<file path="src/rtl/pipeline_hazard_ctrl_pkg.sv">
// Shared definitions for the pipeline hazard sequencer: FSM encoding,
// register-file constants and the opcodes decoded by the control unit.
package pipeline_hazard_ctrl_pkg;

    typedef enum logic [1:0] {
        RUN     = 2'd0,
        MEMWAIT = 2'd1,
        ERR     = 2'd2
    } hz_state_t;

    localparam logic [4:0] REG_ZERO = 5'd0;

    localparam logic [5:0] OP_RTYPE = 6'b000000;
    localparam logic [5:0] OP_LW    = 6'b100011;
    localparam logic [5:0] OP_SW    = 6'b101011;
    localparam logic [5:0] OP_BEQ   = 6'b000100;
    localparam logic [5:0] OP_J     = 6'b000010;
    localparam logic [5:0] OP_JAL   = 6'b000011;

endpackage

</file>
<file path="src/rtl/pipeline_hazard_ctrl_counter.sv">
// Saturating event counter with synchronous clear; holds at all-ones.
module hazard_sat_counter #(
    parameter int W = 16
) (
    input  logic         clk,
    input  logic         srst,
    input  logic         inc,
    output logic [W-1:0] count
);

    logic [W-1:0] count_reg;

    always_ff @(posedge clk) begin
        if (srst) begin
            count_reg <= '0;
        end else if (inc && (count_reg != '1)) begin
            count_reg <= count_reg + W'(1);
        end
    end

    assign count = count_reg;

endmodule

</file>
<file path="src/rtl/pipeline_hazard_ctrl.sv">
// Per-cycle advance/hold/bubble decisions for the 5-stage MIPS pipeline,
// with a memory-wait watchdog and stall/flush performance counters.
module pipeline_hazard_ctrl
    import pipeline_hazard_ctrl_pkg::*;
#(
    parameter int MAX_WAIT = 16,
    parameter int CNT_W    = 16
) (
    input  logic             CLK,
    input  logic             RST,
    input  logic [4:0]       id_rs,
    input  logic [4:0]       id_rt,
    input  logic             id_uses_rt,
    input  logic             id_jump,
    input  logic [4:0]       ex_rt,
    input  logic             ex_mem_read,
    input  logic             ex_branch_taken,
    input  logic             mem_req,
    input  logic             mem_ready,
    output logic             pc_write,
    output logic             ifid_write,
    output logic             ifid_flush,
    output logic             idex_write,
    output logic             idex_flush,
    output logic             exmem_write,
    output logic             memwb_bubble,
    output logic             mem_timeout,
    output logic [CNT_W-1:0] stall_count,
    output logic [CNT_W-1:0] flush_count
);

    localparam int WAIT_W = $clog2(MAX_WAIT + 1);

    hz_state_t         state_reg, state_next;
    logic [WAIT_W-1:0] wait_cnt_reg, wait_cnt_next;
    logic              mem_timeout_reg, mem_timeout_next;

    logic mem_wait;
    logic load_use;
    logic flush_evt;

    assign mem_wait = mem_req && !mem_ready;
    assign load_use = ex_mem_read && (ex_rt != REG_ZERO) &&
                      ((ex_rt == id_rs) || (id_uses_rt && (ex_rt == id_rt)));

    // Priority: reset, freeze (wait or error), taken branch, load-use, jump.
    always_comb begin
        pc_write     = 1'b1;
        ifid_write   = 1'b1;
        ifid_flush   = 1'b0;
        idex_write   = 1'b1;
        idex_flush   = 1'b0;
        exmem_write  = 1'b1;
        memwb_bubble = 1'b0;
        flush_evt    = 1'b0;
        if (RST) begin
            pc_write     = 1'b0;
            ifid_write   = 1'b0;
            idex_write   = 1'b0;
            exmem_write  = 1'b0;
            ifid_flush   = 1'b1;
            idex_flush   = 1'b1;
            memwb_bubble = 1'b1;
        end else if ((state_reg == ERR) || mem_wait) begin
            pc_write     = 1'b0;
            ifid_write   = 1'b0;
            idex_write   = 1'b0;
            exmem_write  = 1'b0;
            memwb_bubble = 1'b1;
        end else if (ex_branch_taken) begin
            ifid_flush = 1'b1;
            idex_flush = 1'b1;
            flush_evt  = 1'b1;
        end else if (load_use) begin
            pc_write   = 1'b0;
            ifid_write = 1'b0;
            idex_flush = 1'b1;
        end else if (id_jump) begin
            ifid_flush = 1'b1;
            flush_evt  = 1'b1;
        end
    end

    always_comb begin
        state_next       = state_reg;
        wait_cnt_next    = wait_cnt_reg;
        mem_timeout_next = mem_timeout_reg;
        case (state_reg)
            RUN: begin
                if (mem_wait) begin
                    state_next    = MEMWAIT;
                    wait_cnt_next = WAIT_W'(1);
                end
            end
            MEMWAIT: begin
                if (!mem_wait) begin
                    state_next    = RUN;
                    wait_cnt_next = '0;
                end else if (wait_cnt_reg == WAIT_W'(MAX_WAIT)) begin
                    state_next       = ERR;
                    mem_timeout_next = 1'b1;
                end else begin
                    wait_cnt_next = wait_cnt_reg + WAIT_W'(1);
                end
            end
            ERR: begin
                state_next = ERR;
            end
            default: begin
                state_next    = RUN;
                wait_cnt_next = '0;
            end
        endcase
    end

    always_ff @(posedge CLK) begin
        if (RST) begin
            state_reg       <= RUN;
            wait_cnt_reg    <= '0;
            mem_timeout_reg <= 1'b0;
        end else begin
            state_reg       <= state_next;
            wait_cnt_reg    <= wait_cnt_next;
            mem_timeout_reg <= mem_timeout_next;
        end
    end

    assign mem_timeout = mem_timeout_reg;

    // Index 0 counts stall cycles, index 1 counts flush events.
    logic [1:0]       cnt_inc;
    logic [CNT_W-1:0] cnt_val [2];

    assign cnt_inc[0] = !RST && !pc_write;
    assign cnt_inc[1] = !RST && flush_evt;

    genvar gi;
    generate
        for (gi = 0; gi < 2; gi++) begin : g_cnt
            hazard_sat_counter #(.W(CNT_W)) u_cnt (
                .clk   (CLK),
                .srst  (RST),
                .inc   (cnt_inc[gi]),
                .count (cnt_val[gi])
            );
        end
    endgenerate

    assign stall_count = cnt_val[0];
    assign flush_count = cnt_val[1];

endmodule

</file>
<file path="config.mk">
export PLATFORM = sky130hd
export DESIGN_NAME = pipeline_hazard_ctrl
export DESIGN_NICKNAME = d
export VERILOG_FILES = /design/src/rtl/pipeline_hazard_ctrl_pkg.sv /design/src/rtl/pipeline_hazard_ctrl_counter.sv /design/src/rtl/pipeline_hazard_ctrl.sv
export SDC_FILE = /design/constraint.sdc
export NUM_CORES = 1
export LEC_CHECK = 0
export ABC_AREA = 1
export CAP_MARGIN = 15
export CORE_UTILIZATION = 26
export CTS_CLUSTER_SIZE = 12
export DETAILED_ROUTE_END_ITERATION = 10
export HOLD_SLACK_MARGIN = 0.15
export PLACE_DENSITY = 0.48
export SYNTH_ARGS = -nofsm -noshare
export SYNTH_HDL_FRONTEND = slang
export SYNTH_SLANG_ARGS = --single-unit
</file>
<file path="constraint.sdc">
create_clock -name CLK -period 3.66 [get_ports CLK]
set_input_delay 0.366 -clock CLK [delete_from_list [all_inputs] [get_ports CLK]]
set_output_delay 0.366 -clock CLK [all_outputs]
set_load 0.02 [all_outputs]
</file>
==> results by group, run 1 <==
Setup path
  – Maximum fanout along the worst path: 14
  – CP Launch Point: RST
  – CP Capture Type: output pin
  – Worst path slowest cell: clkdlybuf4s50_1
  – Slowest Stage Delay on Critical Path: 0.86 ns
  – Cells along the critical path: clkdlybuf4s50_1, inv_1, o21ai_0, clkdlybuf4s50_1
  – Most used cell, CP: clkdlybuf4s50_1
  – Arrival time at the worst endpoint: 2.36 ns
  – CP Buf/Inv Count: 3
  – Worst setup endpoint: idex_flush
  – Stages on the worst setup path: 4
  – Critical path class: input pin to output pin
  – Worst R2R Path Depth: 8
  – RR Startpoint: wait_cnt_reg[0]
  – CP startpoint kind: input pin
  – Top delay family on crit path: buffers and inverters
  – RR Endpoint: wait_cnt_reg[3]
  – R2r setup slk: 1.67 ns
  – WP data required: 3.29 ns

Drt
  – Wire per inst: 10.98 um
  – Via/cell ratio: 4.249
  – Vias: 2,443
  – DR iter-0 viols: 85
  – Remaining DRCs: 0
  – Drt total wl: 6316 um
  – Drt first pass iters: 4
  – Remaining antenna violation count after routing: 0

Die
  – Die area: 10,140 um2
  – Top-level I/O count: 63
  – Initial Utilization: 0.2716
  – Cell Rows: 35
  – Core Box Area: 9328 um2
  – Die height: 100.7 um
  – Die width: 100.7 um

Status
  – Status: finished clean

Clock network
  – Worst-skew pair later-pin latency: 0.28 ns
  – CTS tree: yes
  – CTS clock-pin slew for the worst setup and hold paths: 0.07 ns
  – Max Root-Sink Buffers: 2
  – Post-CTS Setup Repair Bufs: 0
  – CTS root buf: clkbuf_8
  – CTS sink cnt: 40
  – Post-CTS Hold Buffers: 0
  – Num CTS Buffers: 5
  – Post-CTS sizing: 0
  – H-Tree Depth: 2

Global route
  – Initial antenna violation count: 0
  – GR Overflow Total: 0
  – Vias in the first global route: 2,261
  – First-pass GRT wire length: 10,780 um
  – GRT Util Overall: 0.1330
  – Pin count of the biggest net entering global routing: 18

Finish
  – Final instance area: 3327 um2
  – Final Non-Filler Cells: 575
  – ANT cells: 0
  – Layout cells sized above 1: 0.09193
  – Area grow syn2layout: 31.31%
  – Largest register FFs: 32
  – Fill count: 1,028
  – NumNets Final: 473

Hold path
  – Worst hold path class: flop to flop

Timing
  – Final setup viols: 0
  – Final slew viol count: 0
  – Clock skew: 0.007554 ns
  – Period utilisation layout: 0.7442
  – Minimum clock period: 2.724 ns
  – Final hold slack: 0.4698 ns
  – RSZ-0062 raised after global routing: false
  – Worst Tran Pin Value: 0.6137 ns
  – Final hold vios: 0
  – Setup TNS: 0 ns
  – Max Freq: 0.3671 GHz
  – Slew headroom: 0.5896

Place
  – Placer congestion estimate: 0.7917
  – Area after DPL: 3249 um2
  – PortBufs: 62
  – Placed cell count: 568
  – Post-DP HPWL: 4791 um

Power and ir drop
  – VDD IR-drop max: 0.1093 mV
  – Lkg Pwr: 1.244 nW
  – PD cells: 253.8 nW/um2

Synthesis
  – Syn nets: 413
  – FF+latch count, synth: 40
  – Yosys top cell area share: 0.3160
  – Seq/Total Area, Yosys: 0.3160
  – Library cells used by synthesis: 32
  – Yosys Warn Count: 0
  – Leading area contributor after synthesis: dfxtp_1
  – Post-Syn Area: 2534 um2
  – Largest cells by area after synthesis: dfxtp_1, nand2_1, inv_1
  – Syn Inst Count: 386
  – Avg Inst Size Synth: 6.564 um2

Run
  – Maxcap violations: 0
cells by family after synthesis:
| kind of cell | after synthesis | synth area share |
|---|---|---|
| and+or+nand+nor | 213 | 0.3743 |
| buffers and inverters | 63 | 0.1086 |
| adders and majority gates | 4 | 0.01975 |
| xor gates and xnor gates | 23 | 0.07950 |
| DFF | 40 | 0.3161 |
| AOI/OAI and AO/OA | 43 | 0.1017 |
cell type report:
class / count / area [um2] / area share
multi-input cells: 283 / 1458 / 0.4381
clock buffers: 6 / 72.57 / 0.02181
flip-flops and latches: 40 / 800.8 / 0.2407
well taps: 129 / 161.4 / 0.04851
clock inverters: 1 / 5.005 / 0.001504
repair buffers: 63 / 628.1 / 0.1888
inverters: 53 / 201.4 / 0.06055
worst reg2reg max path: cells and delay by family (launching register included):
kind | cells | cell delay (ns)
AO/OA/AOI/OAI | 2 | 0.77
adder cells (fa/ha/maj) | 1 | 0.20
buffers and inverters | 2 | 0.22
flip-flops | 1 | 0.38
AND/OR/NAND/NOR | 3 | 0.30
cell usage in the layout, fill, tap and decap left out:
| cell type | n |
|---|---|
| a21oi_2 | 10 |
| a21oi_1 | 21 |
| a22oi_1 | 1 |
| nor4_1 | 1 |
| inv_1 | 49 |
| clkinv_2 | 1 |
| nand4_1 | 8 |
| buf_4 | 1 |
| nor2_1 | 45 |
| o21ai_0 | 9 |
| nor2_2 | 3 |
| or2_2 | 1 |
| nor3_1 | 9 |
| inv_2 | 3 |
| nand2_4 | 2 |
| o21ai_1 | 1 |
| nand3_4 | 1 |
| nand2_2 | 11 |
| clkbuf_8 | 5 |
| clkbuf_1 | 1 |
| o21a_1 | 1 |
| nand3_2 | 1 |
| xnor2_1 | 12 |
| clkdlybuf4s50_1 | 62 |
| inv_4 | 1 |
| nand2_1 | 108 |
| dfxtp_1 | 40 |
| ha_1 | 4 |
| xor2_1 | 11 |
| nor3b_1 | 1 |
| nand3_1 | 21 |
| nor3_4 | 1 |
synth_stat cells:
library cell,count
inv_1,49
o21ai_1,1
buf_6,1
ha_1,4
nand2_4,2
nand2_1,108
dfxtp_1,40
nor3b_1,1
nand4_1,8
nand3_4,1
or2_2,1
o21a_1,1
buf_2,1
xor2_1,11
nor3_1,9
nand2_2,11
inv_2,3
nor4_1,1
a21oi_2,10
nor2_2,3
clkbuf_1,4
nor2_1,45
a22oi_1,1
o21ai_0,9
nor3_4,1
nand3_2,1
a21oi_1,21
xnor2_1,12
buf_12,1
nand3_1,21
buf_4,3
inv_4,1
worst min-delay path by stage:
stage / start / end / slack (ns) / depth (start not counted)
after detailed placement: mem_timeout / mem_timeout / 0.46 / 2
final: mem_timeout / mem_timeout / 0.47 / 2
after floorplan: wait_cnt_reg[1] / wait_cnt_reg[1] / 0.47 / 2
after global routing: mem_timeout / mem_timeout / 0.50 / 2
after CTS: mem_timeout / mem_timeout / 0.48 / 2
after global placement: mem_timeout / mem_timeout / 0.46 / 2
through the flow:
step | utilization | power (mW) | setup slack [ns]
2_1_floorplan | - | 0.5258 | 1.935
3_3_place_gp | 0.3484 | 0.5775 | 0.9352
3_5_place_dp | 0.3484 | 0.5781 | 0.9171
4_1_cts | 0.3567 | 0.8654 | 0.9108
5_1_grt | 0.3567 | 0.8943 | 0.7830
6_report | 0.3567 | 0.8444 | 0.9363
layer usage:
| layer | GRT usage | routed length, um |
|---|---|---|
| met4 | 0.03122 | 31 |
| met5 | 0 | 0 |
| met3 | 0.02705 | 224 |
| met2 | 0.2255 | 2914 |
| met1 | 0.1730 | 3145 |
report_power, final:
group,total [mW],internal (mW),switching [mW]
logic,0.123,0.0529,0.0697
clock network,0.278,0.130,0.148
registers,0.444,0.439,0.00459
total,0.844,0.622,0.223
Power figures use the tool's default switching activity.
==> inputs of run 2 (changes only) <==
--- a/config.mk
+++ b/config.mk
@@ -11,7 +11,7 @@
 export CTS_CLUSTER_SIZE = 12
 export DETAILED_ROUTE_END_ITERATION = 10
 export HOLD_SLACK_MARGIN = 0.15
-export PLACE_DENSITY = 0.48
+export PLACE_DENSITY = 0.49
 export SYNTH_ARGS = -nofsm -noshare
 export SYNTH_HDL_FRONTEND = slang
 export SYNTH_SLANG_ARGS = --single-unit
==> constraint.sdc (replaced) <==
create_clock -name CLK -period 2.4 [get_ports CLK]
set_input_delay 0.24 -clock CLK [delete_from_list [all_inputs] [get_ports CLK]]
set_output_delay 0.24 -clock CLK [all_outputs]
set_load 0.02 [all_outputs]
==> run 2 against run 1 <==
Flip-flop and latch count did not move. Global-route usage grew 0.093 points. Worst setup slack lost 0.74 ns. Final area grew 2.8%. Utilization grew 0.99 points. Sequential power up 52%. Critical path depth grew 7. Via count rose by 3.1%. Clock power is 99% higher. Power grew 69%. Sequential share of layout area fell by 0.65 points. Largest cell class unchanged. Largest power group unchanged.
==> results by group, run 2 (synthesis gave the netlist of run 1 again) <==
Status
  – Status: finished clean

Clock network
  – CTS sink cnt: 40 (unchanged)
  – Worst-skew pair later-pin latency: 0.29 ns (about the same)
  – H-Tree Depth: 2 (unchanged)
  – Max Root-Sink Buffers: 2 (unchanged)
  – Num CTS Buffers: 5 (unchanged)
  – CTS root buf: clkbuf_8
  – Post-CTS Setup Repair Bufs: 0 (unchanged)
  – CTS tree: yes
  – CTS clock-pin slew for the worst setup and hold paths: 0.08 ns (about the same)

Place
  – PortBufs: 62 (unchanged)
  – DP Worst Slack: 0.07279 ns (-0.8444 ns)
  – Placer congestion estimate: 0.7970 (+0.67%)
  – Post-DP HPWL: 4866 um (+1.6%)
  – Placed cell count: 574 (+1.1%)

Setup path
  – Arrival time at the worst endpoint: 1.96 ns (-0.40 ns)
  – CP startpoint kind: input pin
  – CP Capture Type: output pin
  – Slowest Stage Delay on Critical Path: 0.53 ns (-0.33 ns)
  – Cells along the critical path: clkdlybuf4s50_1, inv_1, nand2_1, nand2_1, nor2_1, nand3_1, nand2_2, nand3_4, nand2_1, inv_1, clkdlybuf4s50_1
  – Worst path slowest cell: clkdlybuf4s50_1
  – Critical path class: input pin to output pin
  – WP data required: 2.16 ns (-1.13 ns)
  – Maximum fanout along the worst path: 3 (-11)
  – Most used cell, CP: nand2_1

Drt
  – Remaining antenna violation count after routing: 0 (unchanged)
  – Via/cell ratio: 4.326 (+1.8%)
  – Remaining DRCs: 0 (unchanged)
  – Wire per inst: 11.04 um (+0.53%)
  – Drt total wl: 6427 um (+1.8%)
  – DR iter-0 viols: 101 (+19%)
  – Vias: 2,518 (+3.1%)
  – Drt first pass iters: 4 (unchanged)

Power and ir drop
  – Sw frac: 0.2521 (-0.01145)
  – Combinational Power Share: 0.139 (-0.006)
  – Clock Power Share: 0.387 (+0.058)
  – VDD IR-drop max: 0.2139 mV (+96%)
  – Lkg Pwr: 1.300 nW (+4.5%)
  – Pint: 1.068 mW (+72%)
  – Seq pwr share: 0.474 (-0.051)
  – NetSw: 0.3601 mW (+62%)
  – PD cells: 417.7 nW/um2 (+65%)

Timing
  – Clock skew: 0.004499 ns (-0.003055 ns)
  – Final setup viols: 0 (unchanged)
  – Slew headroom: 0.6352 (+0.04566)
  – Worst Tran Pin Value: 0.5455 ns (-0.06819 ns)
  – Period utilisation layout: 0.9174
  – Setup TNS: 0 ns (unchanged)
  – RSZ-0062 raised after global routing: false
  – Final slew viol count: 0 (unchanged)
  – Max Freq: 0.4542 GHz
  – Final WS setup: 0.1982 ns (-0.7381 ns)
  – Final hold vios: 0 (unchanged)
  – Final hold slack: 0.4707 ns (+0.0008610 ns)
  – Minimum clock period: 2.202 ns

Die
  – Top-level I/O count: 63 (unchanged)
  – Cell Rows: 35 (unchanged)
  – Core Box Area: 9328 um2 (unchanged)
  – Initial Utilization: 0.2716 (unchanged)
  – Die area: 10,140 um2 (unchanged)
  – Die height: 100.7 um (unchanged)
  – Die width: 100.7 um (unchanged)

Finish
  – Area of the multi-input gates: 1458 um2 (unchanged)
  – Area grow syn2layout: 34.96%
  – Most frequent cells in the layout: nand2_1, clkdlybuf4s50_1, inv_1
  – NumNets Final: 479 (+1.3%)
  – ANT cells: 0 (unchanged)
  – Largest register FFs: 32 (unchanged)
  – Commonest non-fill, non-tap cell in the layout: nand2_1
  – Final core utilization: 0.3666 (+0.009927)
  – Final Non-Filler Cells: 582 (+1.2%)
  – Fill count: 997 (-3.0%)
  – Layout cells sized above 1: 0.1060 (+0.01403)
  – Register area: 800.8 um2 (unchanged)

Hold path
  – Worst hold path class: flop to flop

Global route
  – Pin count of the biggest net entering global routing: 23 (+5)
  – GRT Util Overall: 0.1339 (+0.0009323)
  – Vias in the first global route: 2,309 (+2.1%)
  – First-pass GRT wire length: 10,810 um (+0.19%)
  – Initial antenna violation count: 0 (unchanged)
  – GR Overflow Total: 0 (unchanged)

Run
  – Maxcap violations: 0 (unchanged)
==> run 2: cell count changes in the layout (fill, tap and decap cells not counted), sizes merged <==
cell	delta
buf	+6
bufinv	+1
clkdlybuf4s50	-2
dlymetal6s2s	+2
==> run 2: worst max-delay path: cells and delay by family <==
family                 cells  cell delay, ns
buffers and inverters      4            1.17
and+or+nand+nor            7            0.56
==> run 2: stage by stage <==
stage / power [mW] / cell area, um2
after detailed placement: 0.8935 / 3307
after global placement: 0.8926 / 3307
after CTS: 1.460 / 3415
after global routing: 1.500 / 3420
final: 1.428 / 3420
after floorplan: 0.8019 / 2534
==> run 2: area by class of cell <==
cell class	count	share of cell area
Sequential cell	40	0.2342
Multi-Input combinational cell	283	0.4263
Timing Repair Buffer	69	0.2020
Clock buffer	6	0.02122
Clock inverter	2	0.01025
Tap cell	129	0.04720
Inverter	53	0.05891
==> run 2: worst paths after layout <==
check | from | endpoint | depth (start not counted) | slack [ns]
setup reg to reg | g_cnt[1].u_cnt.count[0] | g_cnt[1].u_cnt.count[2] | 7 | 0.43
hold reg to reg | mem_timeout | mem_timeout | 2 | 0.47
setup / recovery | ex_rt[1] | pc_write | 11 | 0.20
hold / removal | mem_timeout | mem_timeout | 2 | 0.47
==> run 2: per-layer routing <==
| layer | vias to the layer above | part of all wire | wire, um | GRT usage |
|---|---|---|---|---|
| li1 | 1337 | - | - | - |
| met1 | 1136 | 0.49 | 3136 | 0.1714 |
| met2 | 41 | 0.48 | 3058 | 0.2281 |
| met3 | 4 | 0.029 | 186 | 0.02497 |
| met4 | 0 | 0.0070 | 45 | 0.04013 |
| met5 | - | 0 | 0 | 0 |
==> run 2: timing repair <==
item	in CTS	in global routing
hold buffers	0	0
gates resized for setup	0	2
setup endpoints to repair	0	2
==> run 2: power by group through the flow <==
stage	logic (mW)	registers [mW]	clock network [mW]
after detailed placement	0.201	0.693	0
after CTS	0.202	0.677	0.582
after global routing	0.218	0.678	0.603
after floorplan	0.106	0.695	0
after global placement	0.200	0.692	0
final	0.199	0.677	0.553
